## src/rtl/nn_pkg.sv

```systemverilog
// Shared constants and types for the dense network front end and layers.
package nn_pkg;

  localparam int DATA_W = 32;
  localparam int N_FEAT = 8;
  localparam int IDX_W  = (N_FEAT > 1) ? $clog2(N_FEAT) : 1;

  typedef logic [DATA_W-1:0] feat_word_t;

  // Loader framing state: FILL assembles words, DROP discards the rest of a long frame.
  typedef enum logic {
    FILL = 1'b0,
    DROP = 1'b1
  } ld_state_e;

endpackage

```

## src/rtl/feature_bank.sv

```systemverilog
// One N_FEAT x DATA_W register bank: indexed single-word write, parallel read-out.
module feature_bank
  import nn_pkg::*;
#(
  parameter  int DATA_W = nn_pkg::DATA_W,
  parameter  int N_FEAT = nn_pkg::N_FEAT,
  localparam int IDX_W  = (N_FEAT > 1) ? $clog2(N_FEAT) : 1
) (
  input  logic              clk,
  input  logic              rst,
  input  logic              we_i,
  input  logic [IDX_W-1:0]  idx_i,
  input  logic [DATA_W-1:0] data_i,
  output logic [DATA_W-1:0] data_o [N_FEAT-1:0]
);

  genvar g;
  for (g = 0; g < N_FEAT; g++) begin : g_word
    logic [DATA_W-1:0] word_q;

    // Capture the incoming word when this slot is addressed; reset clears contents.
    always_ff @(posedge clk or posedge rst) begin
      if (rst)                                 word_q <= '0;
      else if (we_i && idx_i == IDX_W'(g))     word_q <= data_i;
    end

    assign data_o[g] = word_q;
  end

endmodule

```

## src/rtl/feature_vector_loader.sv

```systemverilog
// Streaming feature loader: assembles N_FEAT-word frames into a ping-pong
// buffer and hands complete vectors downstream; malformed frames are dropped.
module feature_vector_loader
  import nn_pkg::*;
#(
  parameter int DATA_W = nn_pkg::DATA_W,
  parameter int N_FEAT = nn_pkg::N_FEAT,
  parameter int CNT_W  = 16
) (
  input  logic              clk,
  input  logic              rst,
  input  logic [DATA_W-1:0] s_data,
  input  logic              s_valid,
  input  logic              s_last,
  output logic              s_ready,
  output logic [DATA_W-1:0] x_vec [N_FEAT-1:0],
  output logic              vec_valid,
  input  logic              vec_ready,
  output logic              frame_err,
  output logic [CNT_W-1:0]  frames_done
);

  localparam int               IDX_W    = (N_FEAT > 1) ? $clog2(N_FEAT) : 1;
  localparam logic [IDX_W-1:0] IDX_LAST = IDX_W'(N_FEAT - 1);

  ld_state_e         state_q, state_d;
  logic [IDX_W-1:0]  idx_q, idx_d;
  logic [1:0]        full_q, full_d;
  logic              wr_bank_q, wr_bank_d;
  logic              rd_bank_q, rd_bank_d;
  logic              err_q, err_d;
  logic [CNT_W-1:0]  frames_q, frames_d;

  logic              accept, handoff, fill_we;
  logic [DATA_W-1:0] a_vec [N_FEAT-1:0];
  logic [DATA_W-1:0] b_vec [N_FEAT-1:0];

  // Ready/valid come straight from registers; vec_ready never reaches s_ready.
  assign s_ready     = !rst && ((state_q == DROP) || !full_q[wr_bank_q]);
  assign vec_valid   = full_q[rd_bank_q];
  assign frame_err   = err_q;
  assign frames_done = frames_q;

  assign accept  = s_valid && s_ready;
  assign handoff = vec_valid && vec_ready;
  assign fill_we = accept && (state_q == FILL);

  feature_bank #(.DATA_W(DATA_W), .N_FEAT(N_FEAT)) u_bank_a (
    .clk    (clk),
    .rst    (rst),
    .we_i   (fill_we && !wr_bank_q),
    .idx_i  (idx_q),
    .data_i (s_data),
    .data_o (a_vec)
  );

  feature_bank #(.DATA_W(DATA_W), .N_FEAT(N_FEAT)) u_bank_b (
    .clk    (clk),
    .rst    (rst),
    .we_i   (fill_we && wr_bank_q),
    .idx_i  (idx_q),
    .data_i (s_data),
    .data_o (b_vec)
  );

  // Present the read bank as the parallel input vector.
  always_comb begin
    for (int i = 0; i < N_FEAT; i++) begin
      x_vec[i] = rd_bank_q ? b_vec[i] : a_vec[i];
    end
  end

  // Next state: read-side handoff and write-side framing are independent, so a
  // completion and a handoff in the same cycle both land (they never target
  // the same bank: completion needs wr bank empty, handoff needs rd bank full).
  always_comb begin
    state_d   = state_q;
    idx_d     = idx_q;
    full_d    = full_q;
    wr_bank_d = wr_bank_q;
    rd_bank_d = rd_bank_q;
    err_d     = 1'b0;
    frames_d  = frames_q;

    if (handoff) begin
      full_d[rd_bank_q] = 1'b0;
      rd_bank_d         = !rd_bank_q;
      frames_d          = frames_q + 1'b1;
    end

    if (accept) begin
      case (state_q)
        FILL: begin
          if (idx_q == IDX_LAST) begin
            idx_d = '0;
            if (s_last) begin
              full_d[wr_bank_q] = 1'b1;
              wr_bank_d         = !wr_bank_q;
            end else begin
              err_d   = 1'b1;   // long frame: flag once, swallow the tail
              state_d = DROP;
            end
          end else if (s_last) begin
            err_d = 1'b1;       // short frame: partial bank simply gets overwritten
            idx_d = '0;
          end else begin
            idx_d = idx_q + 1'b1;
          end
        end
        DROP: begin
          if (s_last) state_d = FILL;
        end
        default: state_d = FILL;
      endcase
    end
  end

  // Framing FSM and error pulse.
  always_ff @(posedge clk or posedge rst) begin
    if (rst) begin
      state_q <= FILL;
      idx_q   <= '0;
      err_q   <= 1'b0;
    end else begin
      state_q <= state_d;
      idx_q   <= idx_d;
      err_q   <= err_d;
    end
  end

  // Buffer bookkeeping: bank flags, pointers and handoff counter.
  always_ff @(posedge clk or posedge rst) begin
    if (rst) begin
      full_q    <= '0;
      wr_bank_q <= 1'b0;
      rd_bank_q <= 1'b0;
      frames_q  <= '0;
    end else begin
      full_q    <= full_d;
      wr_bank_q <= wr_bank_d;
      rd_bank_q <= rd_bank_d;
      frames_q  <= frames_d;
    end
  end

endmodule
```

## config.mk

```make
export PLATFORM = sky130hd
export DESIGN_NAME = feature_vector_loader
export DESIGN_NICKNAME = d
export VERILOG_FILES = /design/src/rtl/nn_pkg.sv /design/src/rtl/feature_bank.sv /design/src/rtl/feature_vector_loader.sv
export SDC_FILE = /design/constraint.sdc
export NUM_CORES = 1
export LEC_CHECK = 0
export ABC_AREA = 0
export ABC_CLOCK_PERIOD_IN_PS = 22800
export BUFFER_PORTS_ARGS = -buffer_cell sky130_fd_sc_hd__buf_2
export CAP_MARGIN = 30
export CORE_MARGIN = 5
export CORE_UTILIZATION = 58
export CTS_CLUSTER_DIAMETER = 80
export CTS_CLUSTER_SIZE = 25
export DETAILED_ROUTE_END_ITERATION = 16
export PLACE_DENSITY_LB_ADDON = 0.08
export SLEW_MARGIN = 10
export SYNTH_ARGS = -nofsm -noshare
export SYNTH_HDL_FRONTEND = slang
export SYNTH_SLANG_ARGS = --single-unit
```

## constraint.sdc

```tcl
create_clock -name clk -period 22.8 [get_ports clk]
set_input_delay 2.28 -clock clk [delete_from_list [all_inputs] [get_ports clk]]
set_output_delay 2.28 -clock clk [all_outputs]
set_load 0.01 [all_outputs]
```

## Word-level counts from Yosys, hierarchy flattened

Index checks and enable logic that the tools add are counted.

- $add $sub $neg: 2
- $lt $le $gt $ge: 4
- Eq/ne operators: 7
- Multiplexer cells: 30
- Bitwise gates (word level): 4
- Reductions and logical operators: 32

Operators with widths:

| kind | count |
|---|---|
| 2-to-1 mux 32 bit | 8 |
| logical AND 1 bit | 24 |
| adder 16 x 1 -> 16 bit (second input constant) | 1 |
| equality test 3 bit (second input constant) | 4 |
| 2-to-1 mux 1 bit | 12 |
| 2-to-1 mux 2 bit | 5 |
| equality test 3 x 2 -> 1 bit (second input constant) | 2 |
| 2-to-1 mux 3 bit | 2 |
| logical NOT 1 bit | 4 |
| less-than comparator 1 x 2 -> 1 bit (second input constant) | 2 |
| AND reduction 4 bit | 1 |
| adder 3 x 1 -> 3 bit (second input constant) | 1 |
| equality test 3 x 1 -> 1 bit (second input constant) | 1 |
| logical NOT 3 bit | 1 |
| bitwise AND 2 bit | 1 |
| demux 1 bit (select 1 bit) | 2 |
| >= comparator 1 bit (second input constant) | 2 |
| NOT 2 bit | 1 |
| OR 2 bit | 1 |
| one-hot mux 1 bit (2 select lines) | 1 |
| AND reduction 2 bit | 1 |
| logical OR 1 bit | 1 |
| NOT 1 bit | 1 |

- Bits in registers: 537
- Output and inout bits: 275
- Word-level logic and storage cells: 102

## Depth between registers and ports, before layout

- Word-level depth: 12
- Mapped depth: 6
- Mapped depth without buffers: 5

## Hierarchy

Synthesis repeated with hierarchy kept, for this count alone.

- Cell total of the unflattened synthesis: 1497
- Area, all modules: 23421.2 µm²

Modules (own cells, without submodules):

| module | times used | cells each | area an instance (µm²) |
|---|---|---|---|
| feature_bank | 2 | 552 | 9609.2 |
| feature_vector_loader | 1 | 393 | 4202.8 |

## Worst setup path after synthesis

No wires, ideal clock.

- Kind: input-to-reg
- Start: in rst
- End: reg state_q
- Setup time: 0.133 ns
- Arrival: 14.052 ns
- Data required time: 22.667 ns
- Path slack: 8.615 ns
- Stages: 3
- Cells stage by stage: inv_1 nand3_1 a22o_1

- Cells in the longest elaborated chain, start to end: 3

Ends and longest elaborated chain:

| element | RTL line | RTL |
|---|---|---|
| from (decl) | feature_vector_loader.sv:11 | `input logic rst,` |
| logical NOT 1 bit (no source line) | -- |  |
| logical AND 1 bit | feature_vector_loader.sv:39 | `assign s_ready = !rst && ((state_q == DROP) \|\| !full_q[wr_bank_q]);` |
| logical AND 1 bit | feature_vector_loader.sv:44 | `assign accept = s_valid && s_ready;` |
| to (signal assigned) | feature_vector_loader.sv:125 | `state_q <= state_d;` |
| to (decl) | feature_vector_loader.sv:26 | `ld_state_e state_q, state_d;` |

Every way passes these cells.
A chain may end at the register's enable or synchronous reset.

==> flow_results.xml <==
<?xml version="1.0" encoding="UTF-8"?>
<metrics>
  <group name="run_status">
    <metric name="run_status" unit="">completed</metric>
  </group>
  <group name="worst_setup_path">
    <metric name="crit_path_cell_chain" unit="">buf_4, mux2_2, buf_2</metric>
    <metric name="critical_path.slowest_cell" unit="">sky130_fd_sc_hd__dfrtp_4</metric>
    <metric name="worstSetupEndpointType" unit="">output pin</metric>
    <metric name="critical_path.max_fanout" unit="">71</metric>
    <metric name="cp_slowest_stage_delay" unit="ns">0.96</metric>
    <metric name="crit_family" unit="">buffers and inverters</metric>
    <metric name="stages_on_worst_setup_path" unit="">3</metric>
    <metric name="critical_path_arrival" unit="ns">3.07</metric>
    <metric name="criticalPathCategory" unit="">flip-flop to output pin</metric>
    <metric name="cp-start-kind" unit="">flip-flop</metric>
    <metric name="required" unit="ns">20.52</metric>
    <metric name="reg2regPathDepth" unit="">5</metric>
    <metric name="worst_path_buf_inv" unit="">2</metric>
  </group>
  <group name="yosys">
    <metric name="yosys_register_bits" unit="">537</metric>
    <metric name="synth_cell_types" unit="">32</metric>
    <metric name="synth_seq_area_share" unit="%">57.57</metric>
    <metric name="postSynthAreaPerCell" unit="um2">15.36</metric>
    <metric name="synth.top_cells.by_count" unit="">sky130_fd_sc_hd__mux2_2, sky130_fd_sc_hd__dfrtp_1, sky130_fd_sc_hd__buf_2, sky130_fd_sc_hd__clkbuf_1, sky130_fd_sc_hd__nand2_1</metric>
    <metric name="synth_flop_cell" unit="">sky130_fd_sc_hd__dfrtp_1</metric>
    <metric name="yosysWarningCount" unit="">0</metric>
    <metric name="synthArstFlopShare" unit="%">100.0</metric>
    <metric name="post_synth_main_area_contributors" unit="">sky130_fd_sc_hd__dfrtp_1, sky130_fd_sc_hd__mux2_2, sky130_fd_sc_hd__buf_2</metric>
    <metric name="netlist.top_cell.by_area" unit="">sky130_fd_sc_hd__dfrtp_1</metric>
    <metric name="cell_with_the_most_instances_after_synthesis" unit="">sky130_fd_sc_hd__mux2_2</metric>
    <metric name="netlist_area" unit="mm2">0.02334</metric>
    <metric name="synth_cells" unit="">1520</metric>
    <metric name="synth-edff-count" unit="">0</metric>
    <metric name="synth.top_cell.area_share" unit="%">57.57</metric>
    <metric name="syn_nets" unit="">1565</metric>
  </group>
  <group name="global_routing">
    <metric name="grt_start_max_net_pins" unit="">182</metric>
    <metric name="grt_overflow" unit="">0</metric>
    <metric name="grt_antenna_before_repair" unit="">1</metric>
    <metric name="grt_usage" unit="%">25.20</metric>
    <metric name="first_global_vias" unit="">14315</metric>
    <metric name="grt_first_pass_wirelength" unit="mm">87.22</metric>
  </group>
  <group name="timing">
    <metric name="post-route-min-period" unit="ns">5.354</metric>
    <metric name="max_clock_freq" unit="MHz">186.8</metric>
    <metric name="max_slew_margin" unit="%">34.61</metric>
    <metric name="finalHoldViolCount" unit="">0</metric>
    <metric name="timing.clock.skew" unit="ns">0.03325</metric>
    <metric name="setup_total_negative_slack" unit="ns">0</metric>
    <metric name="final-setup-viol-count" unit="">0</metric>
    <metric name="worst-slew-pin-transition" unit="ns">0.9808</metric>
    <metric name="grt_setup_unrepaired" unit="">no</metric>
    <metric name="postLayoutSetupSlackWorst" unit="ns">17.45</metric>
    <metric name="final_worst_path_period_share" unit="%">23.48</metric>
    <metric name="slew_violations" unit="">0</metric>
  </group>
  <group name="cts">
    <metric name="cts_root_buffer" unit="">sky130_fd_sc_hd__clkbuf_16</metric>
    <metric name="h-tree-depth" unit="">1</metric>
    <metric name="clkSinkCount" unit="">537</metric>
    <metric name="post-cts-setup-buffer-count" unit="">0</metric>
    <metric name="cts-resized-gates" unit="">0</metric>
    <metric name="tritoncts_clock_tree" unit="">done</metric>
    <metric name="max-clock-path-buffers" unit="">3</metric>
    <metric name="holdBufCountCts" unit="">0</metric>
    <metric name="clk_pin_slew" unit="ns">0.10</metric>
    <metric name="clk_latency" unit="ns">0.60</metric>
    <metric name="cts-buffers-inserted" unit="">28</metric>
  </group>
  <group name="placed_design">
    <metric name="port_buffers" unit="">311</metric>
    <metric name="dp_hpwl" unit="mm">37.56</metric>
    <metric name="place_worst_setup_slack" unit="ns">17.80</metric>
    <metric name="gp_congestion" unit="">0.7965</metric>
    <metric name="detailed_place.area" unit="mm2">0.02533</metric>
  </group>
  <group name="die">
    <metric name="dieArea" unit="mm2">0.04436</metric>
    <metric name="core_region_area" unit="mm2">0.03973</metric>
    <metric name="row_count" unit="">73</metric>
    <metric name="die_width" unit="um">210.6</metric>
    <metric name="die_height" unit="um">210.6</metric>
    <metric name="starting_density" unit="%">58.75</metric>
    <metric name="boundaryPins" unit="">312</metric>
  </group>
  <group name="layout">
    <metric name="finish.utilization" unit="%">66.10</metric>
    <metric name="area_growth" unit="%">12.51</metric>
    <metric name="final_layout_size_suffix_gt1_share" unit="%">64.67</metric>
    <metric name="finalNetCount" unit="">1823</metric>
    <metric name="layout.cell_area.non_filler" unit="mm2">0.02626</metric>
    <metric name="insertedDiodeCount" unit="">0</metric>
  </group>
  <group name="pwr">
    <metric name="p_leak" unit="nW">13.27</metric>
    <metric name="totalPowerFinal" unit="mW">2.837</metric>
    <metric name="vdd_drop_max" unit="mV">0.08163</metric>
    <metric name="power_density" unit="mW/mm2">108.0</metric>
  </group>
  <group name="detailed_routing">
    <metric name="initial_drt_markers" unit="">785</metric>
    <metric name="antenna_left" unit="">0</metric>
    <metric name="postRouteWirelength" unit="mm">56.41</metric>
    <metric name="avgRoutedWirePerCell" unit="um">24.38</metric>
    <metric name="drt_pass1_iterations" unit="">4</metric>
    <metric name="post_drt_via_cell_ratio" unit="">5.742</metric>
    <metric name="vias" unit="">13286</metric>
    <metric name="route.detailed.drc" unit="">0</metric>
  </group>
  <group name="min_path">
    <metric name="min_path_type" unit="">flip-flop to flip-flop</metric>
    <metric name="holdPathStages" unit="">1</metric>
  </group>
  <group name="job">
    <metric name="max-cap-violations" unit="">0</metric>
  </group>
</metrics>
-- per-stage QoR --
step | cells | hold WS (ns)
after floorplan | 1520 | 0.4602
after global placement | 2264 | 0.4620
after detailed placement | 2270 | 0.4654
after CTS | 2311 | 0.4850
after global routing | 2314 | 0.5075
final | 2314 | 0.4826
-- layout by cell type, fill, tap and decap left out, drive strengths merged --
master,instances
dfrtp,537
inv,15
xnor2,12
nand2,21
o21ai,5
nor2b,1
nor2,11
ha,8
buf,337
a21oi,1
and2,3
nor3b,1
nand4,4
mux2,769
xor2,4
a31oi,1
clkinvlp,1
nor3,3
and4,2
clkbuf,29
nand3,12
o2bb2ai,1
and3,3
clkinv,3
nand3b,1
bufinv,1
mux2i,2
a22o,1
-- routing by layer --
metal	vias up	share of wire [%]	GRT usage, %
li1	5890	-	-
met1	7056	43	35.89
met2	276	49	42.17
met3	62	5.1	3.787
met4	2	2.0	4.784
met5	-	0.023	0
-- cells by family (layout without fill, tap and decap cells) --
logic type               Yosys count  count (layout)  synth area share, %
AO/OA/AOI/OAI                      9               9               0.2305
XOR/XNOR                          16              16               0.6003
adder cells (fa/ha/maj)            8               8               0.4288
buffers and inverters            117             386                2.551
flip-flops                       537             537                57.57
multiplexers                     771             771                37.18
AND/OR/NAND/NOR                   62              62                1.437
-- final cells by class --
cell class / count / area [um2]
Clock buffer: 29 / 704.4
Clock inverter: 12 / 146.4
Multi-Input combinational cell: 866 / 9356
Timing Repair Buffer: 337 / 1919
Tap cell: 525 / 656.9
Inverter: 8 / 37.54
Fill cell: 2958 / 13470
Sequential cell: 537 / 13440
-- where the power goes --
part	internal [mW]	leakage, nW	switching, mW
Clock	0.243	0.414	0.315
Combinational	0.506	5.73	0.430
Sequential	1.20	7.12	0.144
-- sequential cells by signal, indices dropped and copies added (netlist names) --
signal,count
frame_err,1
frames_done,16
full_q,2
idx_q,3
rd_bank_q,1
state_q,1
u_bank_a.g_word.word_q,256
u_bank_b.g_word.word_q,256
wr_bank_q,1
-- path summary, 6_finish.rpt --
check                                            start                                        end  slack [ns]
max                              rd_bank_q$_DFFE_PP0N_                                 x_vec[238]       17.45
min                        frames_done[15]$_DFFE_PP0N_                frames_done[15]$_DFFE_PP0N_        0.48
max reg2reg                      rd_bank_q$_DFFE_PP0N_                 frames_done[7]$_DFFE_PP0N_       19.56
min reg2reg                frames_done[15]$_DFFE_PP0N_                frames_done[15]$_DFFE_PP0N_        0.48
max in group asynchronous                          rst  u_bank_a.g_word[6].word_q[21]$_DFFE_PP0P_       19.19
min in group asynchronous                          rst   u_bank_a.g_word[4].word_q[1]$_DFFE_PP0P_        1.65
No activity file was read; power rests on OpenSTA's default activity.
